$ cat src/rtl/div_period_monitor_pkg.sv
// Shared types and helpers for the divided-clock period monitor.
package div_period_monitor_pkg;

  // Arming sequence: a rise only counts once div_in has been seen low after
  // reset, and the first counted rise only opens the first period.
  typedef enum logic [1:0] {
    ST_WAIT_LOW  = 2'd0,
    ST_WAIT_RISE = 2'd1,
    ST_ARMED     = 2'd2
  } arm_state_t;

  // Shortest legal period for an M/N divider.
  function automatic int p_floor(input int m, input int n);
    return m / n;
  endfunction

  // Longest legal period for an M/N divider.
  function automatic int p_ceil(input int m, input int n);
    return (m + n - 1) / n;
  endfunction

endpackage

$ cat src/rtl/div_period_monitor_win_accum.sv
// Window accumulator: sums N measured periods and compares the total to M.
module div_win_accum
  import div_period_monitor_pkg::*;
#(
  parameter int M     = 87,
  parameter int N     = 10,
  parameter int CNT_W = 8,
  parameter int SUM_W = 10
) (
  input  logic             clk_in,
  input  logic             rst,
  input  logic             i_rise,
  input  logic [CNT_W-1:0] i_cnt,
  input  logic             i_clr,
  output logic [SUM_W-1:0] o_win_sum,
  output logic             o_win_vld,
  output logic             o_win_ok
);

  localparam int IDX_W = (N > 1) ? $clog2(N) : 1;

  logic [IDX_W-1:0] r_idx;
  logic [SUM_W-1:0] r_acc;
  logic [SUM_W:0]   w_sum_full;
  logic [SUM_W-1:0] w_sum;
  logic             w_last;

  // Saturate the running sum so a run of stuck periods cannot wrap into a
  // value that happens to equal M.
  assign w_sum_full = {1'b0, r_acc} + (SUM_W+1)'(i_cnt);
  assign w_sum      = w_sum_full[SUM_W] ? {SUM_W{1'b1}} : w_sum_full[SUM_W-1:0];
  assign w_last     = (r_idx == IDX_W'(N - 1));

  // Accumulate each measured period; publish and restart at the Nth.
  always_ff @(posedge clk_in or negedge rst) begin
    if (!rst) begin
      r_idx     <= '0;
      r_acc     <= '0;
      o_win_sum <= '0;
      o_win_vld <= 1'b0;
      o_win_ok  <= 1'b0;
    end else begin
      o_win_vld <= 1'b0;
      if (i_clr) begin
        r_idx <= '0;
        r_acc <= '0;
      end else if (i_rise) begin
        if (w_last) begin
          r_idx     <= '0;
          r_acc     <= '0;
          o_win_sum <= w_sum;
          o_win_ok  <= (w_sum == SUM_W'(M));
          o_win_vld <= 1'b1;
        end else begin
          r_idx <= r_idx + IDX_W'(1);
          r_acc <= w_sum;
        end
      end
    end
  end

endmodule

$ cat src/rtl/div_period_monitor.sv
// Health monitor for an M/N fractional clock divider: measures every divided
// period and high time in clk_in cycles, flags illegal periods and stuck
// inputs, and checks that every N periods total exactly M cycles.
//
// state        | meaning
// -------------+-----------------------------------------------------------
// ST_WAIT_LOW  | after reset; waiting to see div_in low (ignores held-high)
// ST_WAIT_RISE | first qualified rise pending; it starts period one only
// ST_ARMED     | every qualified rise closes a period and reports it
module div_period_monitor
  import div_period_monitor_pkg::*;
#(
  parameter int M     = 87,
  parameter int N     = 10,
  parameter int CNT_W = 8,
  parameter int SUM_W = 10
) (
  input  logic             clk_in,
  input  logic             rst,
  input  logic             div_in,
  input  logic             clr,
  output logic [CNT_W-1:0] period,
  output logic [CNT_W-1:0] high_cnt,
  output logic             period_vld,
  output logic [SUM_W-1:0] win_sum,
  output logic             win_vld,
  output logic             win_ok,
  output logic             err_period,
  output logic             err_ovf
);

  localparam logic [CNT_W-1:0] P_FLOOR = CNT_W'(p_floor(M, N));
  localparam logic [CNT_W-1:0] P_CEIL  = CNT_W'(p_ceil(M, N));
  localparam logic [CNT_W-1:0] CNT_MAX = {CNT_W{1'b1}};

  arm_state_t       r_state;
  logic             r_div_q;
  logic [CNT_W-1:0] r_cnt;
  logic [CNT_W-1:0] r_hcnt;
  logic             w_rise;
  logic             w_meas;

  // A rise is only trusted once div_in has been low since reset.
  assign w_rise = div_in & ~r_div_q & (r_state != ST_WAIT_LOW);
  assign w_meas = w_rise & (r_state == ST_ARMED);

  // Previous-cycle copy of div_in for edge detection.
  always_ff @(posedge clk_in or negedge rst) begin
    if (!rst) r_div_q <= 1'b0;
    else      r_div_q <= div_in;
  end

  // Arming sequence; clr deliberately leaves this untouched.
  always_ff @(posedge clk_in or negedge rst) begin
    if (!rst) begin
      r_state <= ST_WAIT_LOW;
    end else begin
      case (r_state)
        ST_WAIT_LOW:  if (!div_in) r_state <= ST_WAIT_RISE;
        ST_WAIT_RISE: if (w_rise)  r_state <= ST_ARMED;
        ST_ARMED:     r_state <= ST_ARMED;
        default:      r_state <= ST_WAIT_LOW;
      endcase
    end
  end

  // Period and high-time counters, restarted on each rise and saturating.
  always_ff @(posedge clk_in or negedge rst) begin
    if (!rst) begin
      r_cnt  <= '0;
      r_hcnt <= '0;
    end else if (w_rise) begin
      r_cnt  <= CNT_W'(1);
      r_hcnt <= {{(CNT_W-1){1'b0}}, div_in};
    end else begin
      if (r_cnt != CNT_MAX) r_cnt <= r_cnt + CNT_W'(1);
      if (div_in && (r_hcnt != CNT_MAX)) r_hcnt <= r_hcnt + CNT_W'(1);
    end
  end

  // Publish the finished period one cycle after the rise that closes it.
  always_ff @(posedge clk_in or negedge rst) begin
    if (!rst) begin
      period     <= '0;
      high_cnt   <= '0;
      period_vld <= 1'b0;
    end else begin
      period_vld <= w_meas;
      if (w_meas) begin
        period   <= r_cnt;
        high_cnt <= r_hcnt;
      end
    end
  end

  // Sticky health flags; clr takes priority over a same-cycle set.
  always_ff @(posedge clk_in or negedge rst) begin
    if (!rst) begin
      err_period <= 1'b0;
      err_ovf    <= 1'b0;
    end else if (clr) begin
      err_period <= 1'b0;
      err_ovf    <= 1'b0;
    end else begin
      if (w_meas && (r_cnt != P_FLOOR) && (r_cnt != P_CEIL)) err_period <= 1'b1;
      if (r_cnt == CNT_MAX) err_ovf <= 1'b1;
    end
  end

  div_win_accum #(
    .M     (M),
    .N     (N),
    .CNT_W (CNT_W),
    .SUM_W (SUM_W)
  ) u_win_accum (
    .clk_in    (clk_in),
    .rst       (rst),
    .i_rise    (w_meas),
    .i_cnt     (r_cnt),
    .i_clr     (clr),
    .o_win_sum (win_sum),
    .o_win_vld (win_vld),
    .o_win_ok  (win_ok)
  );

endmodule

$ cat config.mk
export PLATFORM = sky130hd
export DESIGN_NAME = div_period_monitor
export DESIGN_NICKNAME = d
export VERILOG_FILES = /design/src/rtl/div_period_monitor_pkg.sv /design/src/rtl/div_period_monitor_win_accum.sv /design/src/rtl/div_period_monitor.sv
export SDC_FILE = /design/constraint.sdc
export NUM_CORES = 1
export LEC_CHECK = 0
export CAP_MARGIN = 30
export CORE_ASPECT_RATIO = 0.9
export CORE_MARGIN = 10
export CORE_UTILIZATION = 45
export CTS_CLUSTER_DIAMETER = 100
export DETAILED_ROUTE_END_ITERATION = 12
export PLACE_DENSITY_LB_ADDON = 0.05
export REMOVE_ABC_BUFFERS = 1
export SETUP_SLACK_MARGIN = 0.1
export SYNTH_ARGS = -nofsm -noshare
export SYNTH_HDL_FRONTEND = slang
export SYNTH_SLANG_ARGS = --single-unit
export TNS_END_PERCENT = 1
$ cat constraint.sdc
create_clock -name clk_in -period 2.5 [get_ports clk_in]
set_input_delay 0.625 -clock clk_in [delete_from_list [all_inputs] [get_ports clk_in]]
set_output_delay 0.625 -clock clk_in [all_outputs]
set_load 0.005 [all_outputs]
**Word level (Yosys, flattened, before mapping)**

Cells that the tools add are included.

- Output and inout port bits: 31
- Logic and storage cells: 67
- Input port bits: 4
- Bits in registers: 64

- Equal/unequal tests: 11
- Bitwise operators: 5
- Muxes and demuxes: 21
- Reductions and logical operators: 12
- Add/sub/neg operators: 4

Operator list:

| cell | number |
|---|---|
| $mux W10 | 4 |
| $mux W8 | 4 |
| $add A8 B1 Y8 const B | 2 |
| $ne A8 B4 Y1 const B | 2 |
| $ne A8 B8 Y1 const B | 2 |
| $mux W4 | 3 |
| $reduce_bool A2 Y1 | 6 |
| $add A10 B8 Y11 | 1 |
| $eq A10 B7 Y1 const B | 1 |
| $eq A8 B8 Y1 const B | 1 |
| $mux W1 | 7 |
| $pmux W2 S3 | 1 |
| $add A4 B1 Y4 const B | 1 |
| $eq A4 B4 Y1 const B | 1 |
| $mux W2 | 2 |
| $ne A2 B2 Y1 const B | 2 |
| $and A1 B1 Y1 | 3 |
| $logic_and A1 B1 Y1 | 3 |
| $reduce_and A3 Y1 | 1 |
| $eq A2 B1 Y1 const B | 1 |
| $eq A2 B2 Y1 const B | 1 |
| $logic_not A2 Y1 | 1 |
| $not A1 Y1 | 2 |
| $reduce_and A2 Y1 | 1 |

**Logic depth before layout (Yosys ltp)**

- Word-level depth: 8
- Depth in mapped cells: 10
- Depth with buffers taken out: 9

**By module**

A second synthesis with hierarchy kept.

- Cells, all modules: 310
- Area total of the unflattened synthesis: 3350.7 sq um

Modules (own cells, without submodules):

| module | cells an instance | times used | seq. area each (sq um) | area an instance (sq um) |
|---|---|---|---|---|
| div_period_monitor | 150 | 1 | 950.9 | 1821.7 |
| div_win_accum | 160 | 1 | 650.6 | 1529.0 |

**Least setup slack after synthesis**

Ideal clock, no wire load.

- Path kind: register to register
- Start point: register r_cnt[0]
- End point: register u_win_accum.o_win_ok
- Required time: 2.424 ns
- Cell stages (with the launch flop): 11
- Path slack: 0.282 ns
- Setup time: 0.076 ns
- Period minus slack after synthesis: 2.218 ns
- Path buffers: 1
- Data arrival time: 2.141 ns
- Path through: dfrtp_1 ha_1 fa_1 a21oi_1 nand4b_1 nand2_1 o21ba_1 buf_2 nor3_1 nand4_1 o21ai_1

- Cells in the longest elaborated chain, start to end: 3

RTL lines:

| item | RTL line | text |
|---|---|---|
| from (decl) | div_period_monitor.sv:38 | `logic [CNT_W-1:0] r_cnt;` |
| from (signal assigned) | div_period_monitor.sv:76 | `if (r_cnt != CNT_MAX) r_cnt <= r_cnt + CNT_W'(1);` |
| $add A10 B8 Y11 | div_period_monitor_win_accum.sv:30 | `assign w_sum_full = {1'b0, r_acc} + (SUM_W+1)'(i_cnt);` |
| $mux W10 | div_period_monitor_win_accum.sv:31 | `assign w_sum = w_sum_full[SUM_W] ? {SUM_W{1'b1}} : w_sum_full[SUM_W-1:0];` |
| $eq A10 B7 Y1 | div_period_monitor_win_accum.sv:52 | `o_win_ok <= (w_sum == SUM_W'(M));` |
| to (signal assigned) | div_period_monitor_win_accum.sv:52 |  |
| to (decl) | div_period_monitor_win_accum.sv:17 | `output logic o_win_ok` |

No other way between the ends.
A chain may end at the register's enable or synchronous reset.

**Final worst setup path**

Ends and elaborated chain as after synthesis.

==> run_results.csv <==
group,metric,value,unit
run_status,status,"finished, final reports clean",
synth,synthSimpleGateAreaFrac,0.211,
critical_path,crit_type,"flop to flop",
floorplan,rows,28,
synth,synth_top_flop_cell,"dfrtp_1",
clocking,cts_tree,"done",
sta,slew_headroom,0.390,
layout,fin_util,0.574,
synth,synth.largest_area_cell,"dfrtp_1",
sta,fin_worst_skew,5.61,ps
layout,fill_cells,614,
placed_design,pre_cts_ws,114,ps
power_and_ir_drop,clkPwrFrac,0.250,
min_path,hold_path_class,"input pin to async pin",
layout,seq_area,0.00160,mm^2
floorplan,io-pin-count,35,
floorplan,start_util,0.473,
sta,fin_tns_setup,0,ps
sta,setup_viol,0,
global_routing,grt_max_degree,34,
floorplan,core-area,0.00669,mm^2
synth,synthTopCellsByArea,"dfrtp_1 51%, nand2_1 9.1%, ha_1 7.1%",
route,wl_per_cell,14.4,um
layout,most-common-layout-cells,"77 x nand2_1, 63 x dfrtp_1, 33 x nor2_1, 33 x clkdlybuf4s50_1, 27 x o21ai_0",
clocking,path_clk_slew,60,ps
global_routing,grt_overflow,0,
synth,synth_seq_cells,64,
layout,instances_no_fill,474,
floorplan,die_w,108,um
power_and_ir_drop,p_total,3.03,mW
synth,synth_top_family_by_area,"simple AND/OR/NAND/NOR gates",
synth,synth_compound_gate_area_share,0.126,
global_routing,grt_pass1_vias,2343,
synth,synth_edf_count,0,
power_and_ir_drop,swShare,0.327,
layout,syn_to_final_growth,21.3,%
global_routing,antenna_found_initial,0,
synth,synthMuxAreaShare,0.00948,
clocking,cts_sinks,64,
route,ant_nets,0,
critical_path,cp_max_fo,6,
placed_design,port_buffers,34,
route,via_per_inst,5.12,
synth,synth_area,0.00317,mm^2
clocking,cts_made_buffers,9,
run,drv_cap,0,
synth,netlist.area_leader.share,0.506,
sta,finalWorstSetupSlack,287,ps
sta,slew_violations,0,
synth,syn_area_per_cell,9.40,um^2
power_and_ir_drop,irDropWorstVdd,513,uV
route,initialDrtViolationCount,88,
clocking,clk_path_buf_depth,2,
placed_design,dp.cells,461,
global_routing,grt_use_total,0.133,
power_and_ir_drop,power.internal,2.04,mW
synth,postSynthCellCount,337,
synth,async_reset_ff_frac,1.00,
floorplan,die_area,0.0108,mm^2
power_and_ir_drop,powerDensity,789,mW/mm^2
layout,multiInputGateArea,0.00151,mm^2
critical_path,cp.required,2760,ps
route,dr.pass1.iters,4,
global_routing,grt_pass1_wl,11.6,mm
power_and_ir_drop,combPwrFrac,0.297,
critical_path,worstSetupEndpointType,"flop",
sta,hold_viol_final,0,
sta,grt_setup_unrepaired,"no",
sta,finalCriticalPeriod,2210,ps
layout,diodes,0,
placed_design,dp_hpwl,5.02,mm
synth,ys.warnings.count,0,
power_and_ir_drop,seqPwrFrac,0.453,
clocking,ctsHoldBuffers,0,
layout,layout_commonest_cell,"nand2_1",
clocking,cts_max_level,3,
sta,worst_pin_slew,909,ps
route,via_count,2429,
power_and_ir_drop,switching_power,0.992,mW
floorplan,fp.dieH,99.6,um
layout,layout-drive-gt1-share,0.102,
synth,synth_adder_area_share,0.0774,
route,wl,6.82,mm
critical_path,cp.arrival,2470,ps
placed_design,gp_congestion,0.863,
power_and_ir_drop,power.leakage,1.84,nW
layout,final_nets,405,
route,post-route-drc-count,0,
critical_path,startpoint_type,"flop",
synth,synthDistinctLibCells,44,
synth,synthXorXnorAreaFrac,0.0443,
synth,yosysSeqAreaShare,0.506,
clocking,clock-root-buffer,"clkbuf_8",
clocking,insertion_delay,330,ps
sta,clock.fmax,452,MHz
sta,period_share,0.885,
==> per-layer routing <==
| layer | track usage | up-vias | share of wire |
|---|---|---|---|
| met5 | 0 | - | 0 |
| met4 | 0.0334 | 0 | 0.0098 |
| met3 | 0.0516 | 6 | 0.068 |
| met2 | 0.193 | 53 | 0.43 |
| met1 | 0.180 | 1144 | 0.49 |
| li1 | - | 1226 | - |
==> registers in the layout, summed over array words and instances, names as in the netlist, 2 cells and up <==
register / flops
u_win_accum.o_win_sum: 10
u_win_accum.r_acc: 10
high_cnt: 8
period: 8
r_cnt: 8
r_hcnt: 8
u_win_accum.r_idx: 4
r_state: 2
==> area by class of cell <==
class,count,area share
clock buffers,12,0.0404
multi-input cells,252,0.392
clock inverters,1,0.00130
well taps,90,0.0293
repair buffers,43,0.108
inverters,12,0.0117
flip-flops and latches,64,0.417
==> what timing repair did <==
item                                    4_1_cts  5_1_grt
buffers inserted                              0        0
pin swaps                                     0        1
endpoints found under the setup margin        1       17
gates resized for setup                       2        6
==> cells by family after synthesis <==
logic type | count (synthesis)
AND/OR/NAND/NOR | 149
AO/OA/AOI/OAI | 65
flip-flops | 64
buffers and inverters | 21
adder cells (fa/ha/maj) | 19
XOR/XNOR | 16
multiplexers | 3
==> worst max-delay path, stage by stage, from the launching register on <==
cell and delay, ps:
dfrtp_2 440, ha_2 220, fa_2 360, a21oi_2 150, nand4b_1 150, a21oi_1 100, or3_1 330, a21oi_2 170
nand4_1 100, o21ai_1 120
==> final timing paths <==
check / cells past startpoint / to / from / slack, ps
worst max-delay path: 9 / u_win_accum.o_win_ok / r_cnt[0] / 290
worst min-delay path: 1 / r_div_q / rst / 250
worst max register to register: 9 / u_win_accum.o_win_ok / r_cnt[0] / 290
worst min register to register: 2 / high_cnt[6] / high_cnt[6] / 470
max in group asynchronous: 2 / err_ovf / rst / 1660
min in group clk_in: 2 / high_cnt[6] / high_cnt[6] / 470
==> Yosys cell counts, types with 2 or more instances <==
master / number
clkbuf_1: 5
nand4b_1: 2
xnor2_1: 4
buf_2: 3
ha_1: 18
nand2b_1: 3
inv_1: 11
and3_1: 7
nand3_1: 5
mux2i_1: 3
a31oi_2: 2
o21ai_1: 3
a21o_1: 4
nand2_2: 2
nand4_1: 7
o21a_1: 3
o21ai_0: 27
nor2_1: 33
o211ai_1: 2
xor2_1: 12
nor3_1: 3
dfrtp_1: 64
a21oi_1: 15
nor2b_1: 3
nand2_1: 77
==> power by group through the flow <==
stage	Combinational [mW]	Clock [mW]	Sequential (mW)
2_1_floorplan	0.507	0	1.38
3_3_place_gp	0.885	0	1.39
3_5_place_dp	0.895	0	1.39
4_1_cts	0.901	0.784	1.37
5_1_grt	1.03	0.821	1.40
6_report	0.899	0.759	1.37
==> metrics by stage <==
| stage | instance area, um^2 | hold WS, ps |
|---|---|---|
| global placement | 3660 | 457 |
| floorplan | 3130 | 329 |
| global route | 3840 | 261 |
| finish | 3840 | 251 |
| CTS | 3820 | 247 |
| detailed placement | 3660 | 462 |
Power figures use the tool's default switching activity.
